===== src/rtl/water_reminder_timer.sv =====
// Drink-reminder timer: tracks consumed water from the filtered level, pulses on each
// drink, counts down a reminder interval per 1 Hz tick and flags a low bottle.
module water_reminder_timer #(
   parameter int LEVEL_W          = 4,
   parameter int TIMER_W          = 12,
   parameter int TOTAL_W          = 8,
   parameter int DEFAULT_INTERVAL = 1800,
   parameter int SNOOZE_TIME      = 300,
   parameter int REFILL_LEVEL     = 2
) (
   input  logic               clk,
   input  logic               reset,
   input  logic               tick,
   input  logic [LEVEL_W-1:0] water_level,
   input  logic [TIMER_W-1:0] interval,
   input  logic               snooze,
   output logic               remind,
   output logic               refill,
   output logic [TIMER_W-1:0] timer,
   output logic [TOTAL_W-1:0] drank_total,
   output logic               drink_pulse
);

   typedef enum logic [1:0] {
      ST_INIT     = 2'd0,
      ST_COUNTING = 2'd1,
      ST_ALERT    = 2'd2
   } state_t;

   state_t             state_q, state_d;
   logic [LEVEL_W-1:0] ref_q, ref_d;
   logic [TIMER_W-1:0] timer_q, timer_d;
   logic [TOTAL_W-1:0] total_q, total_d;
   logic               remind_q, remind_d;
   logic               refill_q, refill_d;
   logic               pulse_q, pulse_d;

   logic [TIMER_W-1:0] reload;
   logic [LEVEL_W-1:0] drop;
   logic [TOTAL_W:0]   sum;
   logic [TOTAL_W-1:0] total_sat;
   logic               is_drink;
   logic               is_up;

   always_comb begin
      reload    = (interval != '0) ? interval : TIMER_W'(DEFAULT_INTERVAL);
      is_drink  = water_level < ref_q;
      is_up     = water_level > ref_q;
      drop      = ref_q - water_level;
      // The carry bit of the widened sum marks overflow past the accumulator maximum.
      sum       = {1'b0, total_q} + (TOTAL_W+1)'(drop);
      total_sat = sum[TOTAL_W] ? {TOTAL_W{1'b1}} : sum[TOTAL_W-1:0];
   end

   // NOTE: every next-state signal gets its default before the case, so no path leaves
   // one unassigned and no latch is inferred.
   always_comb begin
      state_d  = state_q;
      ref_d    = ref_q;
      timer_d  = timer_q;
      total_d  = total_q;
      remind_d = remind_q;
      pulse_d  = 1'b0;

      unique case (state_q)
         ST_INIT: begin
            ref_d    = water_level;
            timer_d  = reload;
            remind_d = 1'b0;
            state_d  = ST_COUNTING;
         end
         ST_COUNTING: begin
            if (is_drink) begin
               pulse_d = 1'b1;
               total_d = total_sat;
               ref_d   = water_level;
               timer_d = reload;
            end else begin
               if (is_up) ref_d = water_level;
               if (tick && timer_q > TIMER_W'(1)) begin
                  timer_d = timer_q - TIMER_W'(1);
               end else if (tick && timer_q == TIMER_W'(1)) begin
                  timer_d  = '0;
                  remind_d = 1'b1;
                  state_d  = ST_ALERT;
               end
            end
         end
         ST_ALERT: begin
            timer_d = '0;
            if (is_drink) begin
               pulse_d  = 1'b1;
               total_d  = total_sat;
               ref_d    = water_level;
               timer_d  = reload;
               remind_d = 1'b0;
               state_d  = ST_COUNTING;
            end else begin
               if (is_up) ref_d = water_level;
               if (snooze) begin
                  timer_d  = TIMER_W'(SNOOZE_TIME);
                  remind_d = 1'b0;
                  state_d  = ST_COUNTING;
               end
            end
         end
         default: begin
            state_d  = ST_INIT;
            remind_d = 1'b0;
         end
      endcase

      refill_d = ref_d <= LEVEL_W'(REFILL_LEVEL);
   end

   // NOTE: sequential state uses non-blocking assignments so every register samples the
   // pre-edge values regardless of statement order.
   always_ff @(posedge clk or negedge reset) begin
      if (!reset) begin
         state_q  <= ST_INIT;
         ref_q    <= '0;
         timer_q  <= '0;
         total_q  <= '0;
         remind_q <= 1'b0;
         refill_q <= 1'b0;
         pulse_q  <= 1'b0;
      end else begin
         state_q  <= state_d;
         ref_q    <= ref_d;
         timer_q  <= timer_d;
         total_q  <= total_d;
         remind_q <= remind_d;
         refill_q <= refill_d;
         pulse_q  <= pulse_d;
      end
   end

   assign remind      = remind_q;
   assign refill      = refill_q;
   assign timer       = timer_q;
   assign drank_total = total_q;
   assign drink_pulse = pulse_q;

endmodule


===== config.mk =====
export PLATFORM = sky130hd
export DESIGN_NAME = water_reminder_timer
export DESIGN_NICKNAME = d
export VERILOG_FILES = /design/src/rtl/water_reminder_timer.sv
export SDC_FILE = /design/constraint.sdc
export NUM_CORES = 1
export LEC_CHECK = 0
export CELL_PAD_IN_SITES_DETAIL_PLACEMENT = 1
export CELL_PAD_IN_SITES_GLOBAL_PLACEMENT = 2
export CORE_MARGIN = 1
export CORE_UTILIZATION = 31
export DETAILED_ROUTE_END_ITERATION = 7
export GPL_TIMING_DRIVEN = 0
export PLACE_DENSITY = 0.86
export SYNTH_ARGS = -nofsm -noshare
export SYNTH_HDL_FRONTEND = slang
export SYNTH_SLANG_ARGS = --single-unit

===== constraint.sdc =====
create_clock -name clk -period 3.5 [get_ports clk]
set_clock_uncertainty 0.1 [all_clocks]
set_input_delay 0.525 -clock clk [delete_from_list [all_inputs] [get_ports clk]]
set_output_delay 0.525 -clock clk [all_outputs]
set_load 0.01 [all_outputs]

Word level (Yosys, flattened, before mapping). Cells that the tools add are included.

$add $sub $neg: 3. Multiplexer cells: 25. Eq/ne operators: 8. Reduce and logical (&&, ||, !) cells: 9. Magnitude comparators: 4.

Operators by type and width (number): two-way mux 12 bit (5); case mux 12 bit (3 select lines) (1); == test 12 x 1 -> 1 bit, second input constant (1); > comparator 12 x 1 -> 1 bit, second input constant (1); nonzero test 12 bit (1); subtractor 12 x 1 -> 12 bit, second input constant (1); two-way mux 2 bit (5); adder 8 x 4 -> 9 bit (1); two-way mux 9 bit (1); two-way mux 4 bit (2); two-way mux 8 bit (1); case mux 4 bit (2 select lines) (1); two-way mux 1 bit (7); inequality test 2 bit, second input constant (3); case mux 2 bit (3 select lines) (1); > comparator 4 bit (1); <= comparator 4 x 2 -> 1 bit, second input constant (1); less-than comparator 4 bit (1); inequality test 4 bit, second input constant (1); AND reduction 2 bit (2); AND reduction 4 bit (1); subtractor 4 bit (1); inequality test 3 bit, second input constant (1); nonzero test 3 bit (1); 6 further kinds (7).

Logic and storage cells: 56. Register bits after elaboration: 29. Bits of input ports: 20.

Longest topological paths before layout. Gate-level depths: netlist (run 1).

Word-level depth: 6. Gate-level depth with buffers: 11. Depth with buffers taken out: 11.

Worst setup path after synthesis (run 1). Ideal clock, no wire load.

Path kind: input-to-reg. From: input port water_level[0]. To: register total_q[7], in the netlist drank_total[7]. Required time: 3.275 ns. Stages: 9. Slack: 0.796 ns. Setup time: 0.125 ns. Data arrival time: 2.479 ns. Cells stage by stage: ha_1 > inv_1 > fa_1 > fa_1 > a21o_1 > a21oi_1 > nor3b_1 > nand2b_1 > mux2_2.

Cells in the longest elaborated chain, start to end: 3.

RTL lines: start: declaration (line 14) `input logic [LEVEL_W-1:0] water_level,`; subtractor 4 bit (line 49) `drop = ref_q - water_level;`; adder 8 x 4 -> 9 bit (line 51) `sum = {1'b0, total_q} + (TOTAL_W+1)'(drop);`; two-way mux 8 bit (line 52) `total_sat = sum[TOTAL_W] ? {TOTAL_W{1'b1}} : sum[TOTAL_W-1:0];`; end signal: assignment (line 131) `total_q <= total_d;`; end: declaration (line 33) `logic [TOTAL_W-1:0] total_q, total_d;`.

Parallel ways exist; a longest one is shown, timed or not. A chain may end at the register's enable or synchronous reset.

Worst setup path in the final report (run 1).
From: input port water_level[0]. To: register timer_q[4], in the netlist timer[4].

Cells in the longest elaborated chain, start to end: 3.

RTL lines: less-than comparator 4 bit * (line 47) `is_drink = water_level < ref_q;`; two-way mux 12 bit (tied with other cells) (line 91) `if (is_drink) begin`; case mux 12 bit (3 select lines) or AND reduction 2 bit (tied branches); end signal: assignment (line 130) `timer_q <= timer_d;`; end: declaration (line 32) `logic [TIMER_W-1:0] timer_q, timer_d;`.

Every way passes the cells marked *; elsewhere a longest branch is shown, timed or not.

==> impl_metrics.yaml, run 1 <==
sta:
  rsz0062_at_grt: "no"
  slew_headroom: 0.479
  hold_viol_final: 0
  layout_min_cycle_time_ns: 3.34
  finalSetupViolCount: 0
  timing.final.ws_setup_ns: 0.159
  drv_slew: 0
  worst_pin_slew_ns: 0.777
  fmax_mhz: 299
  final.period_utilization: 0.954
yosys:
  synth_commonest_cells: "28 x dfrtp_1, 23 x inv_1, 14 x ha_1, 14 x nand2_1, 12 x a21oi_1"
  synthFlopType: "dfrtp_1"
  synth_area_leaders: "dfrtp_1 33%, ha_1 8.3%, inv_1 4.1%"
  postSynthCellCount: 236
  synth_nets: 272
  synth-seq-cells: 28
  syn_area_per_cell_um2: 8.98
  yosysTopAreaCell: "dfrtp_1"
  async_reset_ff_frac: 1.00
  synth_cell_types: 52
  syn_area_um2: 2120
  yosysMostFrequentCell: "dfrtp_1"
  synth_top_area_frac: 0.331
  synth-edff-count: 0
  ys_seq_area_frac: 0.331
  yosysWarningCount: 0
critical_path:
  end_kind: "flip-flop"
  critPathRequiredTime_ns: 3.58
  crit_type: "primary input to flip-flop"
  critical-path-slowest-cell: "o21ai_1"
  path_cells: "clkdlybuf4s50_1 > ha_1 > inv_1 > fa_1 > and3_1 > o21ai_1 > o21ai_0 > o2bb2ai_1 > a22o_2"
  max_stage_delay_ns: 0.63
  cp_max_fo: 10
  start_kind: "primary input"
  arrival_ns: 3.42
  rrSetupSlack_ns: 0.47
floorplan:
  start_util: 0.328
  die_x_um: 84.7
  fp-row-count: 29
  boundaryPins: 43
  core_area_um2: 6460
  die_area_um2: 7170
  dieHeight_um: 84.7
route:
  drc_errors: 0
  drt-total-wl_um: 6020
  postRouteAntennaNets: 0
  routed_via_density: 5.67
  first_iter_violations: 78
  dr.pass1.iters: 6
  wire_per_inst_um: 16.8
  dr_total_vias: 2030
final_layout:
  n_antenna_cell: 0
  layout.nets: 319
  drive_above_1_share: 0.0854
  final_util: 0.415
  syn_to_final_growth_pct: 26.3
  fillers: 776
  final_cells: 358
flow_run:
  cap_viol_max_count: 0
clocking:
  clock_latency_ns: 0.29
  cts_buffer_depth: 2
  cts_tree: "yes"
  cts_buffers: 3
  path_clk_slew_ns: 0.10
  cts_sinks: 28
  h-tree-depth: 1
  post-cts-setup-buffer-count: 0
  clock-root-buffer: "clkbuf_8"
  cts_resized: 0
  cts_hold_buf: 0
pwr:
  irDropWorstVdd_mv: 0.325
  powerDensity_nw_per_um2: 1020
  p_leak_nw: 1.19
grt:
  grt_max_degree: 29
  antenna_found_initial: 0
  grt_pass1_vias: 2015
  grt.overflow.total: 0
  grt_usage: 0.173
  grt_pass1_wl_um: 9930
worst_hold_path:
  hold_class: "primary input to asynchronous set/reset pin"
place:
  gp_congestion: 0.749
  dpl.cell_count: 355
  place_worst_setup_slack_ns: -0.163
  numPortBuffers: 42
  hpwl_um: 4580
status:
  status: "completed"
metal layers:
metal  routed length (µm)  up-vias  global-route usage
li1                     -      982                   -
met1                 2980      991               0.241
met2                 2740       48               0.275
met3                  161        9              0.0128
met4                  139        0              0.0770
met5                    0        -                   0
path summary, 6_finish.rpt:
path / startpoint / to / cells past startpoint
max: water_level[0] / timer[4]$_DFFE_PN0P_ / 9
min: reset / drank_total[6]$_DFFE_PN0P_ / 1
max reg2reg: ref_q[0]$_DFF_PN0_ / timer[4]$_DFFE_PN0P_ / 9
min reg2reg: timer[7]$_DFFE_PN0P_ / timer[7]$_DFFE_PN0P_ / 1
max in group asynchronous: reset / refill$_DFF_PN0_ / 1
min in group clk: timer[7]$_DFFE_PN0P_ / timer[7]$_DFFE_PN0P_ / 1
cells in the final DEF, fill, tap and decap left out, types with 5 or more instances in the layout:
master / Yosys / layout
clkdlybuf4s50_1: 0 / 41
dfrtp_1: 28 / 28
inv_1: 23 / 23
nand2_1: 14 / 14
ha_1: 14 / 14
a21oi_1: 12 / 12
nand3_1: 10 / 10
o21ai_0: 9 / 9
nor2_1: 9 / 9
o211ai_1: 8 / 8
a22o_1: 7 / 7
clkbuf_1: 6 / 6
nor4_1: 6 / 6
a21o_1: 5 / 5
xnor2_1: 5 / 5
nand2b_1: 5 / 5
o2bb2ai_1: 5 / 5
nor3_1: 5 / 5
power by group:
group	leakage (nW)	switching [mW]	internal [mW]
Sequential	0.350	0.186	0.484
Combinational	0.818	0.994	0.870
Clock	0.0216	0.108	0.0777
layout make-up:
| type | instances | area [µm²] | area share |
|---|---|---|---|
| multi-input cells | 177 | 1310 | 0.487 |
| well taps | 77 | 96.3 | 0.0360 |
| inverters | 23 | 86.3 | 0.0322 |
| flip-flops and latches | 28 | 701 | 0.262 |
| repair buffers | 42 | 415 | 0.155 |
| clock buffers | 3 | 41.3 | 0.0154 |
| plain buffers | 8 | 32.5 | 0.0121 |
logic make-up after synthesis:
| family | share of synthesized area |
|---|---|
| muxes | 0.0307 |
| buffers and inverters | 0.0561 |
| adders and majority gates | 0.102 |
| AOI/OAI and AO/OA | 0.262 |
| and+or+nand+nor | 0.186 |
| DFF | 0.331 |
| xor gates and xnor gates | 0.0331 |
worst max-delay path, delay by kind of cell:
family	cells	cell delay, ns
AO/OA/AOI/OAI	4	1.53
adder cells (fa/ha/maj)	2	0.59
buffers and inverters	2	0.57
AND/OR/NAND/NOR	1	0.20
through the flow:
stage	TNS, ns	cell area [µm²]	power, mW	hold WS [ns]
2_1_floorplan	0	2120	1.90	0.129
4_1_cts	0	2680	2.74	0.438
6_report	0	2680	2.72	0.161
5_1_grt	0	2680	2.95	0.213
3_5_place_dp	-0.712	2640	2.54	0.416
3_3_place_gp	-0.172	2640	2.48	0.414
state kept, by name (all words and copies together) (netlist names):
name and count:
timer 12, drank_total 8, drink_pulse 1, ref_q 4, state_q 2, refill 1
Power figures use the tool's default switching activity.
==> run 2: changes to the inputs <==
--- a/config.mk
+++ b/config.mk
@@ -9,6 +9,7 @@
 export CELL_PAD_IN_SITES_GLOBAL_PLACEMENT = 2
 export CORE_MARGIN = 1
 export CORE_UTILIZATION = 31
+export CTS_CLUSTER_SIZE = 30
 export DETAILED_ROUTE_END_ITERATION = 7
 export GPL_TIMING_DRIVEN = 0
 export PLACE_DENSITY = 0.86
==> results of run 2 <==
The final DEF is identical to that of run 1; final timing and power are the same.
